### config.mk
export PLATFORM = sky130hd
export DESIGN_NAME = ex_mem_flat
export DESIGN_NICKNAME = d
export VERILOG_FILES = /design/src/rtl/ex_mem_pkg.sv /design/src/rtl/ex_mem_if.sv /design/src/rtl/ex_mem.sv /design/src/flat_wrapper.sv
export SDC_FILE = /design/constraint.sdc
export NUM_CORES = 1
export LEC_CHECK = 0
export CELL_PAD_IN_SITES_DETAIL_PLACEMENT = 0
export CELL_PAD_IN_SITES_GLOBAL_PLACEMENT = 2
export CORE_UTILIZATION = 25
export CTS_CLUSTER_DIAMETER = 60
export CTS_CLUSTER_SIZE = 14
export DETAILED_ROUTE_END_ITERATION = 7
export MAX_ROUTING_LAYER = met4
export PLACE_DENSITY_LB_ADDON = 0.1
export SLEW_MARGIN = 10
export SYNTH_ARGS = -nofsm -noshare
export SYNTH_HDL_FRONTEND = slang
export SYNTH_SLANG_ARGS = --single-unit
### constraint.sdc
create_clock -name clk -period 2.28 [get_ports clk]
set_clock_uncertainty 0.15 [all_clocks]
set_input_delay 0.456 -clock clk [delete_from_list [all_inputs] [get_ports clk]]
set_output_delay 0.456 -clock clk [all_outputs]
set_load 0.05 [all_outputs]
### src/rtl/ex_mem_pkg.sv
// ex_mem_pkg: shared bus widths, stall-bit indices, stop constants and the MEM entry type
package ex_mem_pkg;
  localparam int RegBusW  = 32;
  localparam int RegAddrW = 5;
  typedef logic [RegBusW-1:0]  reg_bus_t;
  typedef logic [RegAddrW-1:0] reg_addr_t;
  localparam reg_bus_t ZeroWord = '0;
  localparam int StallEx  = 3;
  localparam int StallMem = 4;
  localparam logic Stop   = 1'b1;
  localparam logic NoStop = 1'b0;
  typedef struct packed {
    reg_addr_t waddr;
    logic      we;
    reg_bus_t  wdata;
    logic      valid;
  } mem_entry_t;
  localparam mem_entry_t Bubble = '{waddr: '0, we: 1'b0, wdata: ZeroWord, valid: 1'b0};
endpackage

### src/rtl/ex_mem_if.sv
// ex_mem_if: EX result bus into the EX/MEM register and the registered MEM bus out of it
interface ex_mem_if;
  import ex_mem_pkg::*;
  reg_addr_t ex_waddr_reg;
  logic      ex_we_reg;
  reg_bus_t  ex_wdata;
  reg_addr_t mem_waddr_reg;
  logic      mem_we_reg;
  reg_bus_t  mem_wdata;
  logic      mem_valid_o;
  modport master (output ex_waddr_reg, ex_we_reg, ex_wdata, input mem_waddr_reg, mem_we_reg, mem_wdata, mem_valid_o);
  modport slave  (input ex_waddr_reg, ex_we_reg, ex_wdata, output mem_waddr_reg, mem_we_reg, mem_wdata, mem_valid_o);
endinterface

### src/rtl/ex_mem.sv
// ex_mem: EX/MEM pipeline register with stall/flush handling, r0 write squash and a sticky hold timeout
module ex_mem
  import ex_mem_pkg::*;
#(
  parameter int STALL_LIMIT = 255
) (
  input  logic       clk,
  input  logic       rst,
  input  logic [5:0] stall,
  input  logic       flush,
  ex_mem_if.slave    bus,
  output logic       stall_timeout_o
);
  mem_entry_t ent_q, ent_d;
  logic [7:0] cnt_q, cnt_d;
  logic       to_q, to_d, hold, cap;
  logic       unused_stall;
  assign unused_stall = ^{stall[5], stall[2:0]};
  always_comb begin
    // MEM stalled holds whether or not EX is stalled; EX running with MEM stalled is illegal but holds too
    hold  = !flush && stall[StallMem] == Stop;
    cap   = !flush && stall[StallEx] == NoStop && stall[StallMem] == NoStop;
    ent_d = hold ? ent_q
          : cap  ? mem_entry_t'{waddr: bus.ex_waddr_reg, we: bus.ex_we_reg && bus.ex_waddr_reg != '0,
                                wdata: bus.ex_wdata, valid: 1'b1}
          : Bubble;
    cnt_d = !hold ? 8'd0 : cnt_q == 8'hFF ? cnt_q : cnt_q + 8'd1;
    to_d  = to_q || (hold && int'(cnt_d) >= STALL_LIMIT);
  end
  always_ff @(posedge clk or negedge rst) begin
    if (!rst) begin
      ent_q <= Bubble;
      cnt_q <= '0;
      to_q  <= 1'b0;
    end else begin
      ent_q <= ent_d;
      cnt_q <= cnt_d;
      to_q  <= to_d;
    end
  end
  assign bus.mem_waddr_reg = ent_q.waddr;
  assign bus.mem_we_reg    = ent_q.we;
  assign bus.mem_wdata     = ent_q.wdata;
  assign bus.mem_valid_o   = ent_q.valid;
  assign stall_timeout_o   = to_q;
endmodule
### src/flat_wrapper.sv
// flat-port wrapper written by rule: the top's interface ports become plain ports
module ex_mem_flat import ex_mem_pkg::*;
#(
  parameter int STALL_LIMIT = 255
)
  (clk, rst, stall, flush, stall_timeout_o, bus_ex_waddr_reg, bus_ex_we_reg, bus_ex_wdata, bus_mem_waddr_reg, bus_mem_we_reg, bus_mem_wdata, bus_mem_valid_o);
  ex_mem_if bus_i ();
  input  logic clk;
  input  logic rst;
  input  logic [5:0] stall;
  input  logic flush;
  output logic stall_timeout_o;
  input wire logic [$bits(bus_i.ex_waddr_reg)-1:0] bus_ex_waddr_reg;
  input wire logic [$bits(bus_i.ex_we_reg)-1:0] bus_ex_we_reg;
  input wire logic [$bits(bus_i.ex_wdata)-1:0] bus_ex_wdata;
  output wire logic [$bits(bus_i.mem_waddr_reg)-1:0] bus_mem_waddr_reg;
  output wire logic [$bits(bus_i.mem_we_reg)-1:0] bus_mem_we_reg;
  output wire logic [$bits(bus_i.mem_wdata)-1:0] bus_mem_wdata;
  output wire logic [$bits(bus_i.mem_valid_o)-1:0] bus_mem_valid_o;
  assign bus_i.ex_waddr_reg = bus_ex_waddr_reg;
  assign bus_i.ex_we_reg = bus_ex_we_reg;
  assign bus_i.ex_wdata = bus_ex_wdata;
  assign bus_mem_waddr_reg = bus_i.mem_waddr_reg;
  assign bus_mem_we_reg = bus_i.mem_we_reg;
  assign bus_mem_wdata = bus_i.mem_wdata;
  assign bus_mem_valid_o = bus_i.mem_valid_o;
  ex_mem #(.STALL_LIMIT(STALL_LIMIT)) u_core (.clk(clk), .rst(rst), .stall(stall), .flush(flush), .bus(bus_i), .stall_timeout_o(stall_timeout_o));
endmodule
**Yosys cells after proc, flatten, opt, wreduce, memory -nomap -nowiden**

Cells that the tools add are included.

- Equal/unequal tests: 1
- Div/mod/pow operators: 0
- $add $sub $neg: 1
- Multiplexer cells: 3
- Multiply operators: 0
- Shift operators: 0
- Reduce and logical (&&, ||, !) cells: 8
- Bitwise operators: 2
- Magnitude comparators: 1

Operators by type and width:

| operator | number |
|---|---|
| $mux W39 | 1 |
| $mux W8 | 2 |
| $add A8 B1 Y8 const B | 1 |
| $eq A8 B8 Y1 const B | 1 |
| $ge A8 B8 Y1 const B | 1 |
| $logic_and A1 B1 Y1 | 5 |
| $reduce_bool A5 Y1 | 1 |
| $not A1 Y1 | 2 |
| $logic_not A1 Y1 | 1 |
| $logic_or A1 B1 Y1 | 1 |

- Logic and storage cells: 22
- Register bits after elaboration: 48
- Memory bits (read-only): 0
- Latch bits: 0
- Bits of input ports: 47
- RAM bits: 0
- Output and inout bits: 40
- Memories kept: 0

**Depth between registers and ports, before layout**

- Word-level depth: 6
- Gate-level depth with buffers: 5
- Depth with buffers taken out: 5

**Least setup slack after synthesis**

OpenSTA, ideal clock, no wires.

- Kind: flip-flop to flip-flop
- Start point: register u_core.cnt_q[0]
- End point: register u_core.to_q (netlist: u_core.stall_timeout_o)
- Setup time: 69 ps
- Period minus slack after synthesis: 1796 ps
- Cell stages (with the launch flop): 6
- Path buffers: 0
- Path slack: 484 ps
- Data required time: 2061 ps
- Arrival: 1577 ps
- Cells stage by stage: dfrtp_1 > ha_1 > and4_4 > nand4_4 > a2111oi_2 > a41o_1

- Longest elaborated chain between the ends: 6
- Elaborated cells between the ends (all ways): 7
- Classes of those cells: 1 x add/sub; 1 x order compare; 1 x eq/ne; 2 x mux; 2 x reduce/logical

RTL lines:

| element | RTL line | source |
|---|---|---|
| from (decl) | ex_mem.sv:15 | `logic [7:0] cnt_q, cnt_d;` |
| from (signal assigned) | ex_mem.sv:37 | `cnt_q <= cnt_d;` |
| $add A8 B1 Y8 / $eq A8 B8 Y1 (equally long branches) | ex_mem.sv:27 | `cnt_d = !hold ? 8'd0 : cnt_q == 8'hFF ? cnt_q : cnt_q + 8'd1;` |
| $mux W8 * (2 in a row) | ex_mem.sv:27 |  |
| $ge A8 B8 Y1 * | ex_mem.sv:28 | `to_d = to_q \|\| (hold && int'(cnt_d) >= STALL_LIMIT);` |
| $logic_and A1 B1 Y1 * | ex_mem.sv:28 |  |
| $logic_or A1 B1 Y1 * | ex_mem.sv:28 |  |
| via u_core.to_d | ex_mem.sv:16 | `logic to_q, to_d, hold, cap;` |
| to (signal assigned) | ex_mem.sv:38 | `to_q <= to_d;` |
| to (decl) | ex_mem.sv:16 |  |

The timed path passes the listed nets; every way through them passes the cells marked *.
A chain may end at the register's enable or synchronous reset.

**Worst setup path after layout**

- Start point: register u_core.ent_q (netlist bit u_core.bus.mem_we_reg)
- End point: output port bus_mem_we_reg

RTL lines:

| element | RTL line | source |
|---|---|---|
| from (decl) | ex_mem.sv:14 | `mem_entry_t ent_q, ent_d;` |
| from (signal assigned) | ex_mem.sv:32 | `ent_q <= Bubble;` |
| from (signal assigned) | ex_mem.sv:36 | `ent_q <= ent_d;` |
| to (decl) | flat_wrapper.sv:17 | `output wire logic [$bits(bus_i.mem_we_reg)-1:0] bus_mem_we_reg;` |

No word-level cell between the ends.

==> summary.md <==
| Metric | Value |
|---|---|
| Mapped Area | `1880 um2` |
| Yosys reg bits | `48` |
| Leak | `1.32 nW` |
| CP cell instances | `clkdlybuf4s50_1` |
| Cts bufs inserted | `5` |
| CP required | `1.67 ns` |
| Fmax | `476 MHz` |
| Max Slew Vio Count | `0` |
| Post-route ant nets | `0` |
| Top delay family on crit path | `buffers and inverters` |
| Clock Latency Late Sink | `0.30 ns` |
| Status | `finished clean` |
| Clock sink count | `48` |
| CP bufs+invs | `1` |
| R2R Setup Slk | `0.31 ns` |
| Crit path largest cell delay | `0.82 ns` |
| CP Class | `reg -> out` |
| Mean routed wirelength per cell | `14.8 um` |
| Rel. slew slack | `0.648` |
| Syn Nets | `186` |
| Yosys warnings | `0` |
| Maximum vdd drop | `0.000211 V` |
| Max_cap viols | `0` |
| Die H | `88.8 um` |
| Sum Neg Setup Slack | `0 ns` |
| Final HPWL DP | `3370 um` |
| Root Buffer | `clkbuf_8` |
| Worst-path maximum fanout | `2` |
| CTS tree | `built` |
| Worst-margin pin slew | `0.526 ns` |
| Placement Cell Area | `2840 um2` |
| RSZ-0062 raised after global routing | `no` |
| Starting Density | `0.260` |
| Drt pass-1 iters | `4` |
| Initial antenna violation count | `0` |
| # diodes | `0` |
| # setup viols final | `0` |
| Die width | `88.8 um` |
| Final Cycle Share | `0.922` |
| Max reg flops | `32` |
| Max clock buf depth | `2` |
| PortBufs | `82` |
| Library cells used by synthesis | `32` |
| GP Congestion | `0.726` |
| Die area | `7890 um2` |
| # nets final | `271` |
| Post-layout min period | `2.10 ns` |
| Worst EP arrival | `1.50 ns` |
| Vias per cell | `4.66` |
| Vias in the first global route | `1,545` |
| Mapped Cells | `138` |
| Max stage delay cell, worst path | `clkdlybuf4s50_1` |
| Area growth syn-to-layout | `56.4%` |
| Startpoint types | `flip-flop` |
| GRT Overall Usage | `0.135` |
| Grt total ovfl | `0` |
| Setup crit end kind | `primary output` |
| Num rows | `31` |
| Num ports | `87` |
| Drt drc | `0` |
| Pin count of the biggest net entering global routing | `42` |
| Final Hold Fails | `0` |
| Initial DRC count | `28` |
| Synthesized area per cell | `13.7 um2` |
| Routed vias | `1,506` |
| Worst hold path class | `in -> async` |
| Share of cells above drive strength 1 | `0.0938` |
| First-pass GRT wire length | `7700 um` |
| Power density cells | `587 nW/um2` |
| WL final | `4790 um` |
| Clock slew at reported path FFs | `0.09 ns` |
| H-tree depth | `2` |
| Core box area | `7250 um2` |
| Final instance area | `2950 um2` |
| PostCTS Resize Cnt | `0` |
| Seq/Total Area, Yosys | `0.637` |
==> layout make-up <==
type | count | area, um2
Fill cell | 729 | 4310
Multi-Input combinational cell | 80 | 643
Tap cell | 99 | 124
Timing Repair Buffer | 88 | 886
Clock buffer | 6 | 82.6
Clock inverter | 2 | 10.0
Sequential cell | 48 | 1200
==> path summary, 6_finish.rpt <==
check,startpoint,endpoint,cells after the start
setup / recovery,u_core.bus.mem_we_reg,bus_mem_we_reg,1
hold / removal,rst,u_core.bus.mem_wdata[0],2
setup reg to reg,u_core.cnt_q[0],u_core.stall_timeout_o,5
hold reg to reg,u_core.stall_timeout_o,u_core.stall_timeout_o,1
max in group asynchronous,rst,u_core.bus.mem_wdata[3],3
min in group clk,u_core.stall_timeout_o,u_core.stall_timeout_o,1
==> report_power, final <==
group / total, mW / internal, mW / switching, mW
sequential: 0.896 / 0.878 / 0.0175
clock: 0.525 / 0.243 / 0.283
combinational: 0.309 / 0.139 / 0.170
total: 1.73 / 1.26 / 0.470
==> repair_timing <==
| item | CTS | global route |
|---|---|---|
| endpoints found under the hold margin | 2 | 0 |
| setup buffers | 0 | 0 |
| hold buffers | 1 | 0 |
==> per-layer routing <==
layer / global-route usage / up-vias / part of all wire
met5: - / - / 0
met4: 0.0440 / 0 / 0.0071
met3: 0.0476 / 3 / 0.057
met2: 0.194 / 40 / 0.47
met1: 0.178 / 760 / 0.47
li1: - / 703 / -
==> cell usage in the layout, fill, tap and decap left out, types with 2 or more instances in the layout <==
master	n
nand3_1	4
nor2_1	4
a31oi_1	3
clkdlybuf4s50_1	80
a21oi_1	3
buf_12	2
buf_4	4
mux2i_1	3
clkinv_2	2
clkbuf_8	6
nor3_1	2
a22o_1	37
dfrtp_1	48
a211oi_1	2
nand2_1	2
==> Yosys cell counts <==
cell type	count	share of area
ha_1	1	0.0066
or2b_1	1	0.0040
nand4_1	1	0.0033
nand4_4	1	0.011
and4_1	1	0.0046
nor2b_1	1	0.0033
o21ai_0	1	0.0027
a31oi_1	3	0.010
a32o_1	1	0.0053
mux2i_1	3	0.016
nand3_1	4	0.011
and2_1	1	0.0033
a211oi_1	2	0.0080
a21o_1	1	0.0040
dfrtp_1	48	0.64
nand2_1	2	0.0040
nor3_1	3	0.0080
clkbuf_1	6	0.012
a22o_1	37	0.17
a41o_1	1	0.0053
a2111oi_2	1	0.0080
nor2_1	4	0.0080
and4b_1	1	0.0053
buf_2	2	0.0053
xnor2_1	1	0.0046
nand2b_1	1	0.0033
a21o_2	1	0.0046
and4_4	1	0.0060
o211ai_1	1	0.0040
a21oi_1	3	0.0080
and3_1	1	0.0033
buf_4	2	0.0080
==> cells by family after synthesis <==
kind of cell               share of synthesized area
AOI/OAI and AO/OA                              0.232
xor gates and xnor gates                     0.00465
adders and majority gates                    0.00664
buffers and inverters                         0.0252
DFF                                            0.637
muxes                                         0.0159
and+or+nand+nor                               0.0784
==> per-stage QoR <==
stage,hold WS [ns],total power [mW],setup WS (ns),instances,utilization
2_1_floorplan,0.0104,1.05,0.484,138,-
3_3_place_gp,0.108,1.22,0.143,314,0.392
3_5_place_dp,0.111,1.22,0.141,314,0.392
4_1_cts,0.320,1.76,0.158,323,0.406
5_1_grt,0.315,1.81,0.111,323,0.406
6_report,0.321,1.73,0.177,323,0.406
No activity file was read; power rests on OpenSTA's default activity.
